<file path="src/rtl/mem_pkg.sv">
// Shared types and constants for the load/store front end.
package mem_pkg;

  localparam int MEM_DEPTH  = 1024;
  localparam int WORD_BYTES = 4;
  localparam int DATA_W     = 32;

  typedef enum logic [1:0] {
    IDLE   = 2'd0,
    WAIT   = 2'd1,
    ACCESS = 2'd2,
    RESP   = 2'd3
  } state_t;

endpackage

</file>
<file path="src/rtl/sat_counter.sv">
// Up-counter that sticks at all-ones instead of wrapping.
module sat_counter #(
  parameter int CNT_W = 16
) (
  input  logic             clk,
  input  logic             rst_n,
  input  logic             inc,
  output logic [CNT_W-1:0] count
);

  logic [CNT_W-1:0] count_q;
  logic [CNT_W-1:0] count_d;

  // next count, held once saturated
  always_comb begin
    count_d = count_q;
    if (inc && (count_q != {CNT_W{1'b1}})) begin
      count_d = count_q + CNT_W'(1);
    end else begin
      count_d = count_q;
    end
  end

  // count register
  always_ff @(posedge clk or negedge rst_n) begin
    if (!rst_n) begin
      count_q <= '0;
    end else begin
      count_q <= count_d;
    end
  end

  assign count = count_q;

endmodule

</file>
<file path="src/rtl/mem_access_unit.sv">
// Single-outstanding load/store front end: address check, wait states, one
// memory access, one-cycle response. All outputs come straight from flops.
module mem_access_unit #(
  parameter int DATA_W      = mem_pkg::DATA_W,
  parameter int DEPTH       = mem_pkg::MEM_DEPTH,
  parameter int WAIT_CYCLES = 2,
  parameter int BYTE_ADDR   = 1,
  parameter int CNT_W       = 16
) (
  input  logic              clk,
  input  logic              rst_n,
  input  logic              req_valid,
  output logic              req_ready,
  input  logic              req_write,
  input  logic [31:0]       req_addr,
  input  logic [DATA_W-1:0] req_wdata,
  output logic              rsp_valid,
  output logic [DATA_W-1:0] rsp_rdata,
  output logic              rsp_err,
  output logic [31:0]       mem_address,
  output logic [DATA_W-1:0] mem_writedata,
  output logic              mem_writemem,
  output logic              mem_readmem,
  input  logic [DATA_W-1:0] mem_readmem_out,
  output logic              busy,
  output logic [CNT_W-1:0]  rd_count,
  output logic [CNT_W-1:0]  wr_count,
  output logic [CNT_W-1:0]  err_count
);

  import mem_pkg::*;

  localparam int WCNT_W = $clog2(WAIT_CYCLES + 2);

  state_t            state_q, state_d;
  logic [WCNT_W-1:0] wcnt_q, wcnt_d;
  logic              write_q, write_d;
  logic              err_q, err_d;
  logic [31:0]       idx_q, idx_d;
  logic [DATA_W-1:0] wdata_q, wdata_d;
  logic [DATA_W-1:0] rdata_q, rdata_d;

  logic              req_ready_q, req_ready_d;
  logic              busy_q, busy_d;
  logic              rsp_valid_q, rsp_valid_d;
  logic              rsp_err_q, rsp_err_d;
  logic [DATA_W-1:0] rsp_rdata_q, rsp_rdata_d;
  logic [31:0]       mem_address_q, mem_address_d;
  logic [DATA_W-1:0] mem_writedata_q, mem_writedata_d;
  logic              mem_writemem_q, mem_writemem_d;
  logic              mem_readmem_q, mem_readmem_d;

  logic [31:0]       idx_s;
  logic              err_s;
  logic              rd_inc_s, wr_inc_s, err_inc_s;

  // word index and reject decision for the request on the bus
  always_comb begin
    idx_s = req_addr;
    err_s = 1'b0;
    if (BYTE_ADDR != 0) begin
      idx_s = {2'b00, req_addr[31:2]};
      err_s = (req_addr[1:0] != 2'b00) || (idx_s >= 32'(DEPTH));
    end else begin
      idx_s = req_addr;
      err_s = (idx_s >= 32'(DEPTH));
    end
  end

  // next state, latched request, and outputs derived from the next state
  always_comb begin
    state_d = state_q;
    wcnt_d  = wcnt_q;
    write_d = write_q;
    err_d   = err_q;
    idx_d   = idx_q;
    wdata_d = wdata_q;
    rdata_d = rdata_q;
    case (state_q)
      IDLE: begin
        if (req_valid) begin
          write_d = req_write;
          err_d   = err_s;
          idx_d   = idx_s;
          wdata_d = req_wdata;
          if (err_s) begin
            state_d = RESP;
          end else if (WAIT_CYCLES == 0) begin
            state_d = ACCESS;
          end else begin
            state_d = WAIT;
            wcnt_d  = WCNT_W'(WAIT_CYCLES);
          end
        end else begin
          state_d = IDLE;
        end
      end
      WAIT: begin
        wcnt_d = wcnt_q - WCNT_W'(1);
        if (wcnt_q == WCNT_W'(1)) begin
          state_d = ACCESS;
        end else begin
          state_d = WAIT;
        end
      end
      ACCESS: begin
        if (!write_q) begin
          rdata_d = mem_readmem_out;
        end else begin
          rdata_d = rdata_q;
        end
        state_d = RESP;
      end
      RESP:    state_d = IDLE;
      default: state_d = IDLE;
    endcase

    req_ready_d     = (state_d == IDLE);
    busy_d          = (state_d != IDLE);
    rsp_valid_d     = (state_d == RESP);
    rsp_err_d       = (state_d == RESP) && err_d;
    rsp_rdata_d     = '0;
    mem_address_d   = 32'd0;
    mem_writedata_d = '0;
    mem_writemem_d  = (state_d == ACCESS) && write_d;
    mem_readmem_d   = (state_d == ACCESS) && !write_d;
    if ((state_d == RESP) && !write_d && !err_d) begin
      rsp_rdata_d = rdata_d;
    end else begin
      rsp_rdata_d = '0;
    end
    if ((state_d == WAIT) || (state_d == ACCESS)) begin
      mem_address_d   = idx_d;
      mem_writedata_d = wdata_d;
    end else begin
      mem_address_d   = 32'd0;
      mem_writedata_d = '0;
    end
  end

  // counter strobes land on the closing edge of ACCESS / RESP
  always_comb begin
    rd_inc_s  = (state_q == ACCESS) && !write_q;
    wr_inc_s  = (state_q == ACCESS) && write_q;
    err_inc_s = (state_q == RESP) && err_q;
  end

  // FSM, latched request and registered outputs
  always_ff @(posedge clk or negedge rst_n) begin
    if (!rst_n) begin
      state_q         <= IDLE;
      wcnt_q          <= '0;
      write_q         <= 1'b0;
      err_q           <= 1'b0;
      idx_q           <= 32'd0;
      wdata_q         <= '0;
      rdata_q         <= '0;
      req_ready_q     <= 1'b1;
      busy_q          <= 1'b0;
      rsp_valid_q     <= 1'b0;
      rsp_err_q       <= 1'b0;
      rsp_rdata_q     <= '0;
      mem_address_q   <= 32'd0;
      mem_writedata_q <= '0;
      mem_writemem_q  <= 1'b0;
      mem_readmem_q   <= 1'b0;
    end else begin
      state_q         <= state_d;
      wcnt_q          <= wcnt_d;
      write_q         <= write_d;
      err_q           <= err_d;
      idx_q           <= idx_d;
      wdata_q         <= wdata_d;
      rdata_q         <= rdata_d;
      req_ready_q     <= req_ready_d;
      busy_q          <= busy_d;
      rsp_valid_q     <= rsp_valid_d;
      rsp_err_q       <= rsp_err_d;
      rsp_rdata_q     <= rsp_rdata_d;
      mem_address_q   <= mem_address_d;
      mem_writedata_q <= mem_writedata_d;
      mem_writemem_q  <= mem_writemem_d;
      mem_readmem_q   <= mem_readmem_d;
    end
  end

  sat_counter #(.CNT_W(CNT_W)) u_rd_cnt  (.clk(clk), .rst_n(rst_n), .inc(rd_inc_s),  .count(rd_count));
  sat_counter #(.CNT_W(CNT_W)) u_wr_cnt  (.clk(clk), .rst_n(rst_n), .inc(wr_inc_s),  .count(wr_count));
  sat_counter #(.CNT_W(CNT_W)) u_err_cnt (.clk(clk), .rst_n(rst_n), .inc(err_inc_s), .count(err_count));

  assign req_ready     = req_ready_q;
  assign busy          = busy_q;
  assign rsp_valid     = rsp_valid_q;
  assign rsp_err       = rsp_err_q;
  assign rsp_rdata     = rsp_rdata_q;
  assign mem_address   = mem_address_q;
  assign mem_writedata = mem_writedata_q;
  assign mem_writemem  = mem_writemem_q;
  assign mem_readmem   = mem_readmem_q;

endmodule

</file>
<file path="config.mk">
export PLATFORM = sky130hd
export DESIGN_NAME = mem_access_unit
export DESIGN_NICKNAME = d
export VERILOG_FILES = /design/src/rtl/mem_pkg.sv /design/src/rtl/sat_counter.sv /design/src/rtl/mem_access_unit.sv
export SDC_FILE = /design/constraint.sdc
export NUM_CORES = 1
export LEC_CHECK = 0
export BUFFER_PORTS_ARGS = -buffer_cell sky130_fd_sc_hd__buf_2
export CAP_MARGIN = 20
export CORE_MARGIN = 1.5
export CORE_UTILIZATION = 44
export DETAILED_ROUTE_END_ITERATION = 7
export PLACE_DENSITY = 0.67
export SETUP_SLACK_MARGIN = 0.02
export SYNTH_ARGS = -nofsm -noshare
export SYNTH_HDL_FRONTEND = slang
export SYNTH_SLANG_ARGS = --single-unit
</file>
<file path="constraint.sdc">
create_clock -name clk -period 2.2 [get_ports clk]
set_clock_uncertainty 0.1 [all_clocks]
set_input_delay 0.44 -clock clk [delete_from_list [all_inputs] [get_ports clk]]
set_output_delay 0.44 -clock clk [all_outputs]
set_load 0.01 [all_outputs]
</file>
-- Word-level counts from Yosys, hierarchy flattened
Index checks and enable logic that the tools add are counted.
- flip-flop bits (word level): 252
- input port bits: 100
- output and inout port bits: 150
- word-level logic and storage cells: 78
- add/sub/neg operators: 4
- $lt $le $gt $ge: 1
- eq/ne operators: 12
- multiplexer cells: 20
- reductions and logical operators: 22
- operator list (kind ; count):
    2-to-1 mux 32 bit ; 9
    adder 16 x 1 -> 16 bit (second input constant) ; 3
    != test 16 bit (second input constant) ; 3
    greater-or-equal comparator 30 x 11 -> 1 bit (second input constant) ; 1
    logical AND 1 bit ; 11
    2-to-1 mux 2 bit ; 5
    == test 2 bit (second input constant) ; 4
    case mux 2 bit (4 select lines) ; 1
    == test 2 x 1 -> 1 bit (second input constant) ; 3
    nonzero test 2 bit ; 3
    zero test 2 bit ; 2
    2-to-1 mux 1 bit ; 4
    != test 2 bit (second input constant) ; 2
    case mux 2 bit (2 select lines) ; 1
    zero test 1 bit ; 3
    AND reduction 3 bit ; 1
    logical OR 1 bit ; 2
    subtractor 2 x 1 -> 2 bit (second input constant) ; 1

-- Depth between registers and ports, before layout
Gate-level depths: netlist of the first run.
- depth in word-level cells: 9
- mapped depth: 9
- depth with buffers taken out: 7

-- By module
A second synthesis of the first run with hierarchy kept.
- cells, all modules: 715
- area, all modules: 9912.0 um^2
- modules (own cells, without submodules) (module ; instances ; cells an instance ; area each (um^2) ; seq. area each (um^2)):
    mem_access_unit ; 1 ; 499 ; 7333.3 ; 5106.1
    sat_counter ; 3 ; 72 ; 859.6 ; 400.4

-- Worst setup path before layout of the first run
OpenSTA, ideal clock, no wires.
- path kind: in2reg
- start point: input req_addr[24]
- end point: register rsp_rdata_q[1], in the netlist rsp_rdata[1]
- setup time: 137 ps
- arrival time: 2281 ps
- data required time: 1963 ps
- path slack: -318 ps
- stages on the path: 9
- buffers on the path: 2
- cell sequence: or4_1 > nor3_1 > nand2_1 > a221o_1 > ha_1 > buf_1 > buf_1 > nand3_1 > a21oi_1
- word-level cells in the longest chain between the ends: 9
- elaborated cells between the ends (all ways): 12
- those cells by class: order compare (1); eq/ne (1); mux (6); reduce/logical (4)
- RTL lines (item ; line ; RTL):
    from (decl) ; mem_access_unit.sv:15 ; input logic [31:0] req_addr,
    greater-or-equal comparator 30 x 11 -> 1 bit ; mem_access_unit.sv:63 ; err_s = (req_addr[1:0] != 2'b00) || (idx_s >= 32'(DEPTH));
    logical OR 1 bit ; mem_access_unit.sv:63 ;
    2-to-1 mux 2 bit ; mem_access_unit.sv:86 ; if (err_s) begin
    2-to-1 mux 2 bit ; mem_access_unit.sv:81 ; if (req_valid) begin
    case mux 2 bit (4 select lines) ; mem_access_unit.sv:79 ; case (state_q)
    via state_d[1] ; mem_access_unit.sv:35 ; state_t state_q, state_d;
    == test 2 bit ; -- ;
    via rsp_valid_d ; mem_access_unit.sv:45 ; logic rsp_valid_q, rsp_valid_d;
    logical AND 1 bit (2 in series) ; mem_access_unit.sv:127 ; if ((state_d == RESP) && !write_d && !err_d) begin
    2-to-1 mux 32 bit ; mem_access_unit.sv:127 ;
    via rsp_rdata_d[1] ; mem_access_unit.sv:47 ; logic [DATA_W-1:0] rsp_rdata_q, rsp_rdata_d;
    to (signal assigned) ; mem_access_unit.sv:179 ; rsp_rdata_q <= rsp_rdata_d;
    to (decl) ; mem_access_unit.sv:47 ;
The timed path passes the listed nets, and every way through them passes these cells.
A chain may end at the register's enable or synchronous reset.

-- Worst setup path after layout of the first run
- start point: register state_q[0]
- end point: register u_rd_cnt.count_q[11], in the netlist u_rd_cnt.count[11]
- word-level cells in the longest chain between the ends: 3
- RTL lines (item ; line ; RTL):
    from (decl) ; mem_access_unit.sv:35 ;
    from (signal assigned) ; mem_access_unit.sv:168 ; state_q <= state_d;
    == test 2 bit ; mem_access_unit.sv:143 ; rd_inc_s = (state_q == ACCESS) && !write_q;
    logical AND 1 bit ; mem_access_unit.sv:143 ;
    logical AND 1 bit ; sat_counter.sv:17 ; if (inc && (count_q != {CNT_W{1'b1}})) begin
    to (signal assigned) ; sat_counter.sv:29 ; count_q <= count_d;
    to (decl) ; sat_counter.sv:11 ; logic [CNT_W-1:0] count_q;
Every way passes these cells.

==> results of run 1 <==
## through the flow
step | utilization (%) | setup slack, ps | TNS [ps]
global placement | 53.5 | -348 | -33450
floorplan | - | -196 | -17010
CTS | 57.9 | 63.8 | 0
finish | 57.9 | 136 | 0
detailed placement | 53.5 | -397 | -37140
global route | 57.9 | 44.0 | 0
## cells in the mapped netlist (all sizes together), types with 2 or more instances
library cell and number:
dfrtp 251, mux2 102, and2 68, nand3 51, a21oi 38, xor2 22
clkbuf 21, buf 17, nand2 17, nor4 15, nand4 13, xnor2 13
nor3 12, and4 11, ha 7, o21ai 7, inv 6, nor2 6
nor2b 6, and3 4, nand2b 4, a211oi 3, nand3b 3, nor3b 3
or2 3, a21boi 2, a221o 2, mux2i 2, o211ai 2, or4 2
## flip-flops by register name (all words and copies together), names as in the netlist
register	flops
idx_q	32
mem_address	32
mem_writedata	32
rdata_q	32
rsp_rdata	32
wdata_q	32
u_err_cnt.count	16
u_rd_cnt.count	16
u_wr_cnt.count	16
state_q	2
wcnt_q	2
busy	1
err_q	1
mem_readmem	1
mem_writemem	1
req_ready	1
rsp_err	1
rsp_valid	1
write_q	1
## final timing paths
| kind | depth (start not counted) | from | slack, ps | to |
|---|---|---|---|---|
| setup / recovery | 4 | state_q[0] | 140 | u_rd_cnt.count[11] |
| hold / removal | 2 | req_wdata[9] | 50 | wdata_q[9] |
| setup reg to reg | 4 | state_q[0] | 140 | u_rd_cnt.count[11] |
| hold reg to reg | 1 | wdata_q[16] | 390 | wdata_q[16] |
| max in group asynchronous | 3 | rst_n | 970 | idx_q[20] |
| min in group asynchronous | 2 | rst_n | 330 | u_err_cnt.count[8] |
## routing by layer
metal | vias to the layer above | track usage [%] | wire, µm
met5 | - | 0 | 16
li1 | 3092 | - | -
met3 | 29 | 6.59 | 1980
met1 | 3261 | 24.8 | 9370
met2 | 218 | 29.6 | 10100
met4 | 2 | 4.66 | 417
## placed cells by master, fill, tap and decap left out, types with 3 or more instances in the layout
cell / synthesis / layout
nor2b_1: 6 / 6
ha_1: 7 / 6
nor2_1: 6 / 6
nand2b_1: 4 / 4
and3_1: 4 / 4
clkbuf_16: 0 / 27
nand3_1: 51 / 51
a21oi_1: 38 / 37
nand2_1: 17 / 16
buf_2: 10 / 248
and2_1: 68 / 68
nor4_1: 14 / 14
mux2_2: 102 / 102
nand3b_1: 3 / 3
xnor2_1: 13 / 13
buf_12: 0 / 8
bufinv_16: 0 / 6
inv_1: 6 / 6
nor3_1: 11 / 10
xor2_1: 22 / 22
nand4_1: 13 / 13
clkinv_2: 0 / 6
dfrtp_1: 251 / 251
buf_4: 1 / 32
clkbuf_1: 21 / 6
and4_1: 11 / 11
o21ai_0: 7 / 7
## report_power, final
group,internal [mW],switching [mW],leakage (nW),total [mW]
combinational,2.57,2.77,2.54,5.34
sequential,6.24,0.520,3.20,6.76
clock,3.03,1.80,0.467,4.83
total,11.8,5.09,6.20,16.9
## layout make-up
| type | count | area [µm²] | share of cell area [%] |
|---|---|---|---|
| flip-flops and latches | 252 | 6310 | 50.0 |
| multi-input cells | 429 | 3300 | 26.2 |
| repair buffers | 290 | 1670 | 13.2 |
| clock buffers | 35 | 726 | 5.76 |
| well taps | 280 | 350 | 2.78 |
| clock inverters | 15 | 234 | 1.86 |
| inverters | 6 | 22.5 | 0.179 |
## cell families after synthesis
group	count (synthesis)	synth area share, %
adders and majority gates	7	0.899
and+or+nand+nor	221	13.5
xor gates and xnor gates	35	3.15
muxes	104	12.0
DFF	252	64.8
AOI/OAI and AO/OA	62	3.80
buffers and inverters	44	1.86
## worst reg2reg max path, cell delays in order, from the launching register on
cell and delay, ps:
dfrtp_1 370, or3b_2 550, or4_4 570, a211oi_2 230
xor2_1 170
## timing repair
| action | 4_1_cts | 5_1_grt |
|---|---|---|
| hold buffers | 1 | 0 |
| endpoints found under the hold margin | 46 | 0 |
| setup buffers | 0 | 0 |
| setup endpoints to repair | 0 | 23 |
| resized for setup | 0 | 2 |
==> metrics.md, run 1 <==
| Metric | Value |
|---|---|
| Post-synth EDFFs | `0` |
| Area Overhead vs Synth | `29.4%` |
| Worst hold path type | `in -> reg` |
| Initial antenna violation count | `2` |
| Starting density of the core | `44.8%` |
| Synth async-reset ratio | `100%` |
| Static leakage | `slightly above 6 nW` |
| Die Width | `about 150 µm` |
| Number of max-cap violations | `0` |
| Core footprint | `21,800 µm²` |
| Finished Layout Cells | `about 1,300` |
| Worst VDD drop | `just over 900 µV` |
| Dpl cells | `between 1,000 and 1,500` |
| Worst Setup Start Kind | `register` |
| CTS buffer count | `27` |
| Synth area leaders | `dfrtp_1 64%, mux2_2 12%, and2_1 4.4%` |
| Syn Inst Count | `725` |
| Hpwl dp | `about 15 mm` |
| Iteration-0 DRC Markers | `roughly 200` |
| Layout cells sized above 1 | `44.1%` |
| Total Power | `approximately 17 mW` |
| Status | `complete, no violations` |
| # IOs | `250` |
| Setup-failing EPs final | `0` |
| Fillers | `roughly 1,800` |
| Mapped cell area | `9740 µm²` |
| GRT overflow | `0` |
| Die area | `around 23,000 µm²` |
| Ys flop type | `dfrtp_1` |
| Total track usage | `between 10% and 20%` |
| DRC | `0` |
| Final hold violations | `0` |
| Final hold slack | `~52 ps` |
| Sequential share of the synthesized area | `~65%` |
| H-tree levels | `1` |
| Die Y | `152 µm` |
| Critical Path Max Stage Delay | `570 ps` |
| Top Family by Delay on Critical Path | `simple AND/OR/NAND/NOR gates` |
| Post-synthesis area per instance | `13.4 µm²` |
| CTS Root Cell | `clkbuf_16` |
| Ant diodes | `0` |
| Top-area cell type share of the netlist area | `64.5%` |
| Post-synth cell types | `48` |
| Crit path time final | `about 2100 ps` |
| Vias | `6,602` |
| Worst Path Arrival | `between 2000 and 2500 ps` |
| Drt wl/cell | `approximately 17 µm` |
| CTS sink count | `approximately 250` |
| Placed cell area | `roughly 12,000 µm²` |
| Worst setup EP type | `register` |
| Worst-Margin Slew | `~600 ps` |
| Clock slew at reported path FFs | `~60 ps` |
| Pin count of the biggest net entering global routing | `65` |
| First-pass GRT wire length | `around 34 mm` |
| CP max stage cell | `or4_4` |
| Buffers on Ports | `between 200 and 250` |
| Synth warn | `0` |
| Count of nets after finishing | `between 1,000 and 1,500` |
| Peak Freq | `0.484 GHz` |
| Unrepaired setup endpoints after global routing | `false` |
| Vias in the first global route | `between 6,000 and 7,000` |
| ANT nets after route | `0` |
| Crit-path cells | `or3b_2, or4_4, a211oi_2, xor2_1` |
| Final slew viol count | `0` |
| Rows | `54` |
| Gp weighted congestion | `0.851` |
| CP max FO | `4` |
| Detailed-route wire length | `~22 mm` |
| Cell area after layout | `approximately 13,000 µm²` |
| CTS Buffer Depth | `3` |
| Final Cycle Share | `a little over nine tenths` |
| Slew headroom | `roughly 60%` |
| Power per cell area | `1340 nW/µm²` |
| Syn Nets | `roughly 830` |
| Drt first pass iters | `4` |
| DR vias/cell | `5.05` |
| Crit path buf inv count | `0` |
| Setup CP Type | `reg -> reg` |
| Skew-Pair Late Insertion Delay | `~530 ps` |
| CTS tree | `built` |
| FF+latch count, synth | `around 250` |
| WP data required | `around 2500 ps` |
| Yosys top cell by area | `dfrtp_1` |
(Power assumes the default switching activity.)
==> run 2: changes to the inputs <==
CAP_MARGIN = 15   (was 20)
CORE_ASPECT_RATIO = 0.8   (was default)
==> metrics.md, run 2 (synthesized netlist as in run 1, its figures left out) <==
| Metric | Value |
|---|---|
| ANT nets after route | `0 (unchanged)` |
| Total track usage | `19.2% (was 18.8%)` |
| Post-CTS Setup Repair Bufs | `0 (unchanged)` |
| CTS buffer count | `26 (was 27)` |
| Clock slew at reported path FFs | `60 ps (about the same)` |
| Top Family by Delay on Critical Path | `simple AND/OR/NAND/NOR gates (unchanged)` |
| Crit path buf inv count | `1 (was 0)` |
| Peak Freq | `0.486 GHz (was 0.484 GHz)` |
| Slew headroom | `61.5% (was 59.9%)` |
| Power per cell area | `1340 nW/µm² (about the same)` |
| Worst hold path type | `in -> reg (unchanged)` |
| WP data required | `2510 ps (was 2540 ps)` |
| Rows | `48 (was 54)` |
| Crit-path cells | `or3b_2, buf_4, a21oi_1, mux2_2 (was or3b_2, or4_4, a211oi_2, xor2_1)` |
| DR vias/cell | `5.07 (was 5.05)` |
| Worst setup EP type | `register (unchanged)` |
| Static leakage | `6.19 nW (was 6.20 nW)` |
| CP max FO | `33 (was 4)` |
| H-tree levels | `1 (unchanged)` |
| Critical Path Max Stage Delay | `520 ps (was 570 ps)` |
| Worst Path Arrival | `2360 ps (was 2410 ps)` |
| Die area | `23,000 µm² (about the same)` |
| Worst Setup Start Kind | `register (unchanged)` |
| Worst-Margin Slew | `576 ps (was 601 ps)` |
| Buffers on Ports | `249 (unchanged)` |
| Iteration-0 DRC Markers | `349 (was 203)` |
| Most common cell after layout, fill and taps aside | `dfrtp_1 (unchanged)` |
| Area Overhead vs Synth | `29.4% (about the same)` |
| Starting density of the core | `45.0% (was 44.8%)` |
| Final Cycle Share | `93.5% (was 93.8%)` |
| # IOs | `250 (unchanged)` |
| Layout cells sized above 1 | `43.5% (was 44.1%)` |
| Unrepaired setup endpoints after global routing | `false (unchanged)` |
| Vias in the first global route | `6,580 (was 6,652)` |
| Final core utilization | `58.3% (was 57.9%)` |
| CTS Buffer Depth | `3 (unchanged)` |
| Final hold slack | `44.7 ps (was 51.5 ps)` |
| Crit path time final | `2060 ps (about the same)` |
| Setup total negative slack | `0 ps (unchanged)` |
| Worst VDD drop | `943 µV (was 916 µV)` |
| Gp weighted congestion | `0.894 (was 0.851)` |
| Cell area after layout | `12,600 µm² (about the same)` |
| Vias | `6,578 (was 6,602)` |
| Final slew viol count | `0 (unchanged)` |
| First-pass GRT wire length | `35.0 mm (was 34.4 mm)` |
| Final hold violations | `0 (unchanged)` |
| CTS Root Cell | `clkbuf_16 (unchanged)` |
| Initial antenna violation count | `3 (was 2)` |
| Die Y | `136 µm (was 152 µm)` |
| Most frequent cells in the layout | `251 x dfrtp_1, 248 x buf_2, 102 x mux2_2 (unchanged)` |
| CTS sink count | `252 (unchanged)` |
| Placed cell area | `11,600 µm² (about the same)` |
| Pin count of the biggest net entering global routing | `68 (was 65)` |
| Detailed-route wire length | `22.1 mm (was 21.8 mm)` |
| Status | `complete, no violations (unchanged)` |
| Die Width | `169 µm (was 152 µm)` |
| Setup-failing EPs final | `0 (unchanged)` |
| Setup CP Type | `reg -> reg (unchanged)` |
| CP max stage cell | `or3b_2 (was or4_4)` |
| GRT overflow | `0 (unchanged)` |
| Number of max-cap violations | `0 (unchanged)` |
| CTS tree | `built (unchanged)` |
| DRC | `0 (unchanged)` |
| Hpwl dp | `15.0 mm (was 14.9 mm)` |
| Skew-Pair Late Insertion Delay | `540 ps (was 530 ps)` |
| Drt first pass iters | `4 (unchanged)` |
| Count of nets after finishing | `1,107 (was 1,113)` |
| Core footprint | `21,600 µm² (was 21,800 µm²)` |
| Drt wl/cell | `17.0 µm (was 16.7 µm)` |
-- run 2: stage by stage --
step | std cells | total power [mW] | setup slack [ps]
finish | 1298 | 16.8 | 142
global route | 1295 | 17.9 | 41.2
CTS | 1295 | 17.1 | 70.4
detailed placement | 1246 | 12.3 | -478
global placement | 1246 | 12.1 | -475
floorplan | 725 | 10.6 | -196
-- run 2: worst reg2reg max path, cell delays in order, from the launching register on --
cell,delay [ps]
dfrtp_1,380
or3b_2,520
buf_4,300
a21oi_1,260
mux2_2,360
-- run 2: final cells by class --
type | instances | area, µm²
Fill cell | 1797 | 9020
Inverter | 6 | 22.5
Sequential cell | 252 | 6310
Tap cell | 275 | 344
Clock buffer | 39 | 749
Multi-Input combinational cell | 429 | 3300
Clock inverter | 9 | 195
Timing Repair Buffer | 285 | 1680
Antenna cell | 3 | 7.51
-- run 2: routing by layer --
| layer | GRT usage, % | up-vias | share of wire (%) |
|---|---|---|---|
| met5 | 0 | - | 0.050 |
| met4 | 4.33 | 2 | 1.8 |
| met3 | 7.92 | 31 | 10 |
| met2 | 28.5 | 202 | 43 |
| met1 | 26.5 | 3253 | 44 |
| li1 | - | 3090 | - |
-- run 2: final timing paths --
kind	cells after the start	to	slack, ps	start
min	2	idx_q[3]	40	req_addr[5]
min reg2reg	1	wdata_q[3]	390	wdata_q[3]
max	4	u_rd_cnt.count[1]	140	state_q[0]
max in group asynchronous	3	rsp_rdata[2]	1090	rst_n
max reg2reg	4	u_rd_cnt.count[1]	140	state_q[0]
min in group asynchronous	2	u_err_cnt.count[10]	270	rst_n
-- run 2: power by group --
group	total (mW)	internal, mW	switching, mW
Sequential	6.78	6.24	0.535
Clock	4.76	2.95	1.81
Combinational	5.31	2.55	2.76
-- run 2: repair_timing --
item / CTS / global route
setup endpoints to repair: 0 / 63
hold endpoints to repair: 122 / 0
hold buffers: 1 / 0
resized for setup: 0 / 1
